$ cat config.mk
export PLATFORM = sky130hd
export DESIGN_NAME = stage_sequencer
export DESIGN_NICKNAME = d
export VERILOG_FILES = /design/src/rtl/stage_sequencer.sv
export SDC_FILE = /design/constraint.sdc
export NUM_CORES = 1
export LEC_CHECK = 0
export CORE_ASPECT_RATIO = 0.8
export CORE_MARGIN = 2
export CORE_UTILIZATION = 53
export CTS_CLUSTER_DIAMETER = 100
export DETAILED_ROUTE_END_ITERATION = 8
export PLACE_DENSITY = 0.87
export SYNTH_ARGS = -nofsm -noshare
export SYNTH_HDL_FRONTEND = slang
export SYNTH_SLANG_ARGS = --single-unit
$ cat constraint.sdc
create_clock -name clk -period 2.6 [get_ports clk]
set_input_delay 0.65 -clock clk [delete_from_list [all_inputs] [get_ports clk]]
set_output_delay 0.65 -clock clk [all_outputs]
set_load 0.02 [all_outputs]
$ cat src/rtl/stage_sequencer.sv
`default_nettype none
// +----------------------------------------------------------------------------+
// | Module      : stage_sequencer                                              |
// | Description : Moves frames through a chain of NUM_STAGES processing stages |
// |               with inter-stage backpressure, a per-stage watchdog, sticky  |
// |               error capture, abort and a completed-frame counter.          |
// | Revision    : 1.0 - initial release                                        |
// +----------------------------------------------------------------------------+
module stage_sequencer #(
    parameter int NUM_STAGES = 2,
    parameter int TIMEOUT    = 64,
    parameter int TMR_W      = 8,
    parameter int IDX_W      = 3,
    parameter int CNT_W      = 16
) (
    input  logic                  clk,
    input  logic                  reset_n,
    input  logic                  in_valid,
    output logic                  in_ready,
    input  logic [NUM_STAGES-1:0] stage_done,
    output logic [NUM_STAGES-1:0] stage_enable,
    output logic [NUM_STAGES-1:0] stage_start,
    output logic                  frame_done,
    output logic                  busy,
    input  logic                  abort,
    output logic                  error,
    output logic [IDX_W-1:0]      error_stage,
    input  logic                  clear_err,
    output logic [CNT_W-1:0]      frame_count
);

    typedef enum logic [1:0] {
        ST_IDLE   = 2'd0,
        ST_ACTIVE = 2'd1,
        ST_DONE   = 2'd2,
        ST_ERR    = 2'd3
    } stage_state_t;

    localparam int               C_LAST     = NUM_STAGES - 1;
    localparam bit               C_WDOG_EN  = (TIMEOUT != 0);
    // Last legal ACTIVE cycle count; unused when the watchdog is disabled.
    localparam logic [TMR_W-1:0] C_TMR_LAST = (TIMEOUT == 0) ? '0 : TMR_W'(TIMEOUT - 1);

    stage_state_t           r_state     [NUM_STAGES];
    logic [TMR_W-1:0]       r_timer     [NUM_STAGES];
    stage_state_t           w_state_nxt [NUM_STAGES];
    logic [TMR_W-1:0]       w_timer_nxt [NUM_STAGES];

    logic                   w_accept;
    logic [NUM_STAGES-1:0]  w_down_free;
    logic [NUM_STAGES-1:0]  w_handoff;
    logic [NUM_STAGES-1:0]  w_enter;
    logic [NUM_STAGES-1:0]  w_err_hit;
    logic [IDX_W-1:0]       w_err_idx;
    logic                   w_error_nxt;
    logic [IDX_W-1:0]       w_error_stage_nxt;
    logic                   w_frame_done_nxt;
    logic [NUM_STAGES-1:0]  w_enable_nxt;
    logic [NUM_STAGES-1:0]  w_start_nxt;
    logic                   w_busy_nxt;

    // Stage 0 takes a new frame only when empty and no error is pending.
    assign in_ready = (r_state[0] == ST_IDLE) && !error;

    // Next-state logic for every stage plus the registered output values.
    always_comb begin
        w_accept = in_valid && in_ready;

        // The last stage drains to the output and never stalls.
        w_down_free = '1;
        for (int i = 0; i < C_LAST; i++) begin
            w_down_free[i] = (r_state[i+1] == ST_IDLE);
        end

        for (int i = 0; i < NUM_STAGES; i++) begin
            w_handoff[i] = !error && (r_state[i] == ST_DONE) && w_down_free[i];
        end

        w_enter[0] = w_accept;
        for (int i = 1; i < NUM_STAGES; i++) begin
            w_enter[i] = w_handoff[i-1];
        end

        w_err_hit = '0;
        for (int i = 0; i < NUM_STAGES; i++) begin
            w_state_nxt[i] = r_state[i];
            w_timer_nxt[i] = r_timer[i];
            // An active error freezes every stage, timers included.
            if (!error) begin
                case (r_state[i])
                    ST_IDLE: begin
                        if (w_enter[i]) begin
                            w_state_nxt[i] = ST_ACTIVE;
                            w_timer_nxt[i] = '0;
                        end
                    end
                    ST_ACTIVE: begin
                        // Completion beats a coincident timeout.
                        if (stage_done[i]) begin
                            w_state_nxt[i] = ST_DONE;
                            w_timer_nxt[i] = '0;
                        end else if (C_WDOG_EN && (r_timer[i] == C_TMR_LAST)) begin
                            w_state_nxt[i] = ST_ERR;
                            w_err_hit[i]   = 1'b1;
                        end else begin
                            w_timer_nxt[i] = r_timer[i] + TMR_W'(1);
                        end
                    end
                    ST_DONE: begin
                        if (w_handoff[i]) begin
                            w_state_nxt[i] = ST_IDLE;
                        end
                    end
                    default: begin
                    end
                endcase
            end
        end

        // Lowest stage wins when several time out together.
        w_err_idx = '0;
        for (int i = C_LAST; i >= 0; i--) begin
            if (w_err_hit[i]) begin
                w_err_idx = IDX_W'(i);
            end
        end

        w_error_nxt       = error;
        w_error_stage_nxt = error_stage;
        w_frame_done_nxt  = w_handoff[C_LAST];

        if (clear_err || abort) begin
            for (int i = 0; i < NUM_STAGES; i++) begin
                w_state_nxt[i] = ST_IDLE;
                w_timer_nxt[i] = '0;
            end
            w_frame_done_nxt = 1'b0;
        end

        if (clear_err) begin
            w_error_nxt       = 1'b0;
            w_error_stage_nxt = '0;
        end else if (!abort && !error && (|w_err_hit)) begin
            w_error_nxt       = 1'b1;
            w_error_stage_nxt = w_err_idx;
        end

        w_busy_nxt = 1'b0;
        for (int i = 0; i < NUM_STAGES; i++) begin
            w_enable_nxt[i] = (w_state_nxt[i] == ST_ACTIVE) && !w_error_nxt;
            w_start_nxt[i]  = (w_state_nxt[i] == ST_ACTIVE) && (r_state[i] != ST_ACTIVE);
            w_busy_nxt      = w_busy_nxt | (w_state_nxt[i] != ST_IDLE);
        end
    end

    // Stage state, timers and all registered outputs.
    always_ff @(posedge clk) begin
        if (!reset_n) begin
            for (int i = 0; i < NUM_STAGES; i++) begin
                r_state[i] <= ST_IDLE;
                r_timer[i] <= '0;
            end
            stage_enable <= '0;
            stage_start  <= '0;
            frame_done   <= 1'b0;
            busy         <= 1'b0;
            error        <= 1'b0;
            error_stage  <= '0;
            frame_count  <= '0;
        end else begin
            for (int i = 0; i < NUM_STAGES; i++) begin
                r_state[i] <= w_state_nxt[i];
                r_timer[i] <= w_timer_nxt[i];
            end
            stage_enable <= w_enable_nxt;
            stage_start  <= w_start_nxt;
            frame_done   <= w_frame_done_nxt;
            busy         <= w_busy_nxt;
            error        <= w_error_nxt;
            error_stage  <= w_error_stage_nxt;
            frame_count  <= frame_count + CNT_W'(w_frame_done_nxt);
        end
    end

endmodule
`default_nettype wire

==> impl_metrics.ini <==
[status]
run_status = finished clean

[setup_path]
crit_fanout = 2
path_cells = clkdlybuf4s50_1 -> nor3_1 -> nor2b_1 -> ha_1 -> ha_1 -> and2_1 -> nand3_1 -> or3_1 -> a21oi_1
slowest_delay_ns = 0.42
critPathArrivalTime_ns = 2.54
critPathSlowestCell = clkdlybuf4s50_1
crit_type = input port to flop
critical_path_required_ns = 2.83
critPathCaptureType = flop
cpMostUsedCell = ha_1
critical_path.startpoint_type = input port

[sta]
relSlewSlack_pct = 43.5
period_share_pct = 89.1
drv_slew = 0
grt_setup_unrepaired = false
hold_viol = 0
finalSetupViolCount = 0
max_freq_mhz = 432
period_minus_slack_ns = 2.32
fin_worst_skew_ns = 0.00801
tightest_slew_ns = 0.841

[power_and_ir_drop]
ir_worst_vdd_v = 0.000357
power.density_nw_per_um2 = 450
power_leakage_nw = 0.884
total_power_w = 0.00116

[global_route]
grt_pass1_wl_um = 7980
grt_usage_pct = 23.3
grt_max_degree = 18
first_global_vias = 1689
grt_overflow = 0
antenna_found_initial = 0

[detailed_routing]
wl_per_cell_um = 13.9
antenna_left = 0
vias = 1900
totalWireLength_um = 4600
drtPass1Iterations = 4
vias_per_cell = 5.74
drc = 0
initialDrtViolationCount = 118

[layout]
antennaDiodeCount = 0
fin_nets = 286
drive_above_1_share_pct = 8.70
area_growth_pct = 21.0
final_area_um2 = 2570
mostFrequentLayoutCells = dfxtp_1 (44), clkdlybuf4s50_1 (31), nor2_1 (19), a21oi_1 (19), nand4_1 (11)
layout_commonest_cell = dfxtp_1
post-route-util_pct = 67.2

[floorplanning]
core_um2 = 3830
initial_core_util_pct = 55.5
fp-row-count = 20
dieWidth_um = 74.8
die_h_um = 60.6
die-area_um2 = 4540
io_pins = 34

[place]
gp_congestion = 0.793
hpwl_um = 3320
port_buffers = 31
placed_area_um2 = 2480

[job]
maxCapViolations = 0

[logic_synthesis]
ys_seq_elements = 44
syn_area_per_cell_um2 = 8.78
yosys_warnings = 0
synthesis.area_um2 = 2130
synth-main-ff-cell = dfxtp_1
synth_edf_count = 0
ys_types = 48
synth-seq-area-share_pct = 41.4
syn_inst = 242
async_flop_share_pct = 0

[clocking]
clock_sinks = 44
cts_tree = done
post_cts_resize_count = 0
htree_levels = 2
cts_buffer_depth = 2
cts_hold_buf = 0
cts_buffers = 5
cts_setup_buffers = 0
clkSlewWorstSetupHoldPaths_ns = 0.08
clockRootBuffer = clkbuf_8
clkLatencyLatePin_ns = 0.30

[min_path]
worstHoldPathType = flop to flop
[per-layer routing]
layer	global-route usage (%)	part of all wire (%)
met1	33.3	49
met2	33.4	43
met3	6.64	5.5
met4	8.67	2.3
met5	0	0
[report_power, final]
group	internal, W	switching, W	leakage [nW]
clock network	0.000187	0.000240	0.0479
registers	0.000675	0.00000206	0.355
logic	0.0000227	0.0000303	0.482
total	0.000885	0.000273	0.884
[final timing paths]
kind | startpoint | endpoint | slack [ns] | cells past startpoint
hold reg to reg | r_timer[0][13]$_SDFFE_PP0P_ | r_timer[0][13]$_SDFFE_PP0P_ | 0.49 | 2
setup reg to reg | error$_SDFF_PN0_ | frame_count[14]$_SDFF_PN0_ | 0.54 | 8
hold / removal | r_timer[0][13]$_SDFFE_PP0P_ | r_timer[0][13]$_SDFFE_PP0P_ | 0.49 | 2
setup / recovery | abort | frame_count[14]$_SDFF_PN0_ | 0.28 | 9
[synthesized netlist by cell type, types with 2 or more instances]
cell type  count  area (µm²)
a211oi_1       2        15.0
a21oi_1       19        95.1
and2_1         7        43.8
and3_1         5        31.3
and4_1         4        35.0
buf_2          4        20.0
buf_4          2        15.0
buf_6          3        33.8
clkbuf_1       5        18.8
dfxtp_1       44         881
ha_1           4        50.1
inv_1          6        22.5
nand2_1        8        30.0
nand3_1       10        50.1
nand4_1       11        68.8
nor2_1        19        71.3
nor2b_1        4        25.0
nor3_1         7        35.0
nor3b_1        3        22.5
nor3b_2        2        25.0
o21ai_0       10        50.1
o21ai_1        3        15.0
o31a_1         2        17.5
o31ai_1       10        75.1
o41ai_1        2        17.5
or3_1          6        37.5
or4_1          9        67.6
xnor2_1        3        26.3
xor2_1         9        78.8
[area by class of cell]
type	instances	area [µm²]
sequential	44	881
clock inverter	3	18.8
timing repair buffer	40	378
multi-input combinational	178	1130
clock buffer	5	68.8
inverter	6	22.5
tap	55	68.8
fill	311	1260
[logic make-up (layout without fill, tap and decap cells)]
family                   Yosys count  count (layout)  share of synthesized area, %
other                              1               2                         0.176
adder cells (fa/ha/maj)            4               4                          2.35
buffers and inverters             21              54                          5.41
AO/OA/AOI/OAI                     55              55                          16.2
flip-flops                        44              44                          41.4
AND/OR/NAND/NOR                  105             105                          29.5
XOR/XNOR                          12              12                          4.94
[through the flow]
stage | setup slack [ns] | hold WS (ns) | TNS (ns) | std cells
after floorplan | 0.443 | 0.448 | 0 | 243
after global placement | 0.0498 | 0.465 | 0 | 323
after detailed placement | -0.0427 | 0.482 | -0.0427 | 323
after CTS | 0.265 | 0.494 | 0 | 331
after global routing | 0.134 | 0.517 | 0 | 331
final | 0.283 | 0.485 | 0 | 331
[sequential cells by signal, indices dropped and copies added, names as in the netlist]
signal and cells:
busy 1, error 1, error_stage 1, frame_count 16, frame_done 1, r_state 4, r_timer 16, stage_enable 2
stage_start 2
[worst max-delay path, delay by kind of cell]
family | cells | cell delay (ns)
simple gates | 5 | 1.02
buf+inv | 1 | 0.42
fa+ha+maj | 2 | 0.32
compound gates | 1 | 0.13
Power figures use the tool's default switching activity.
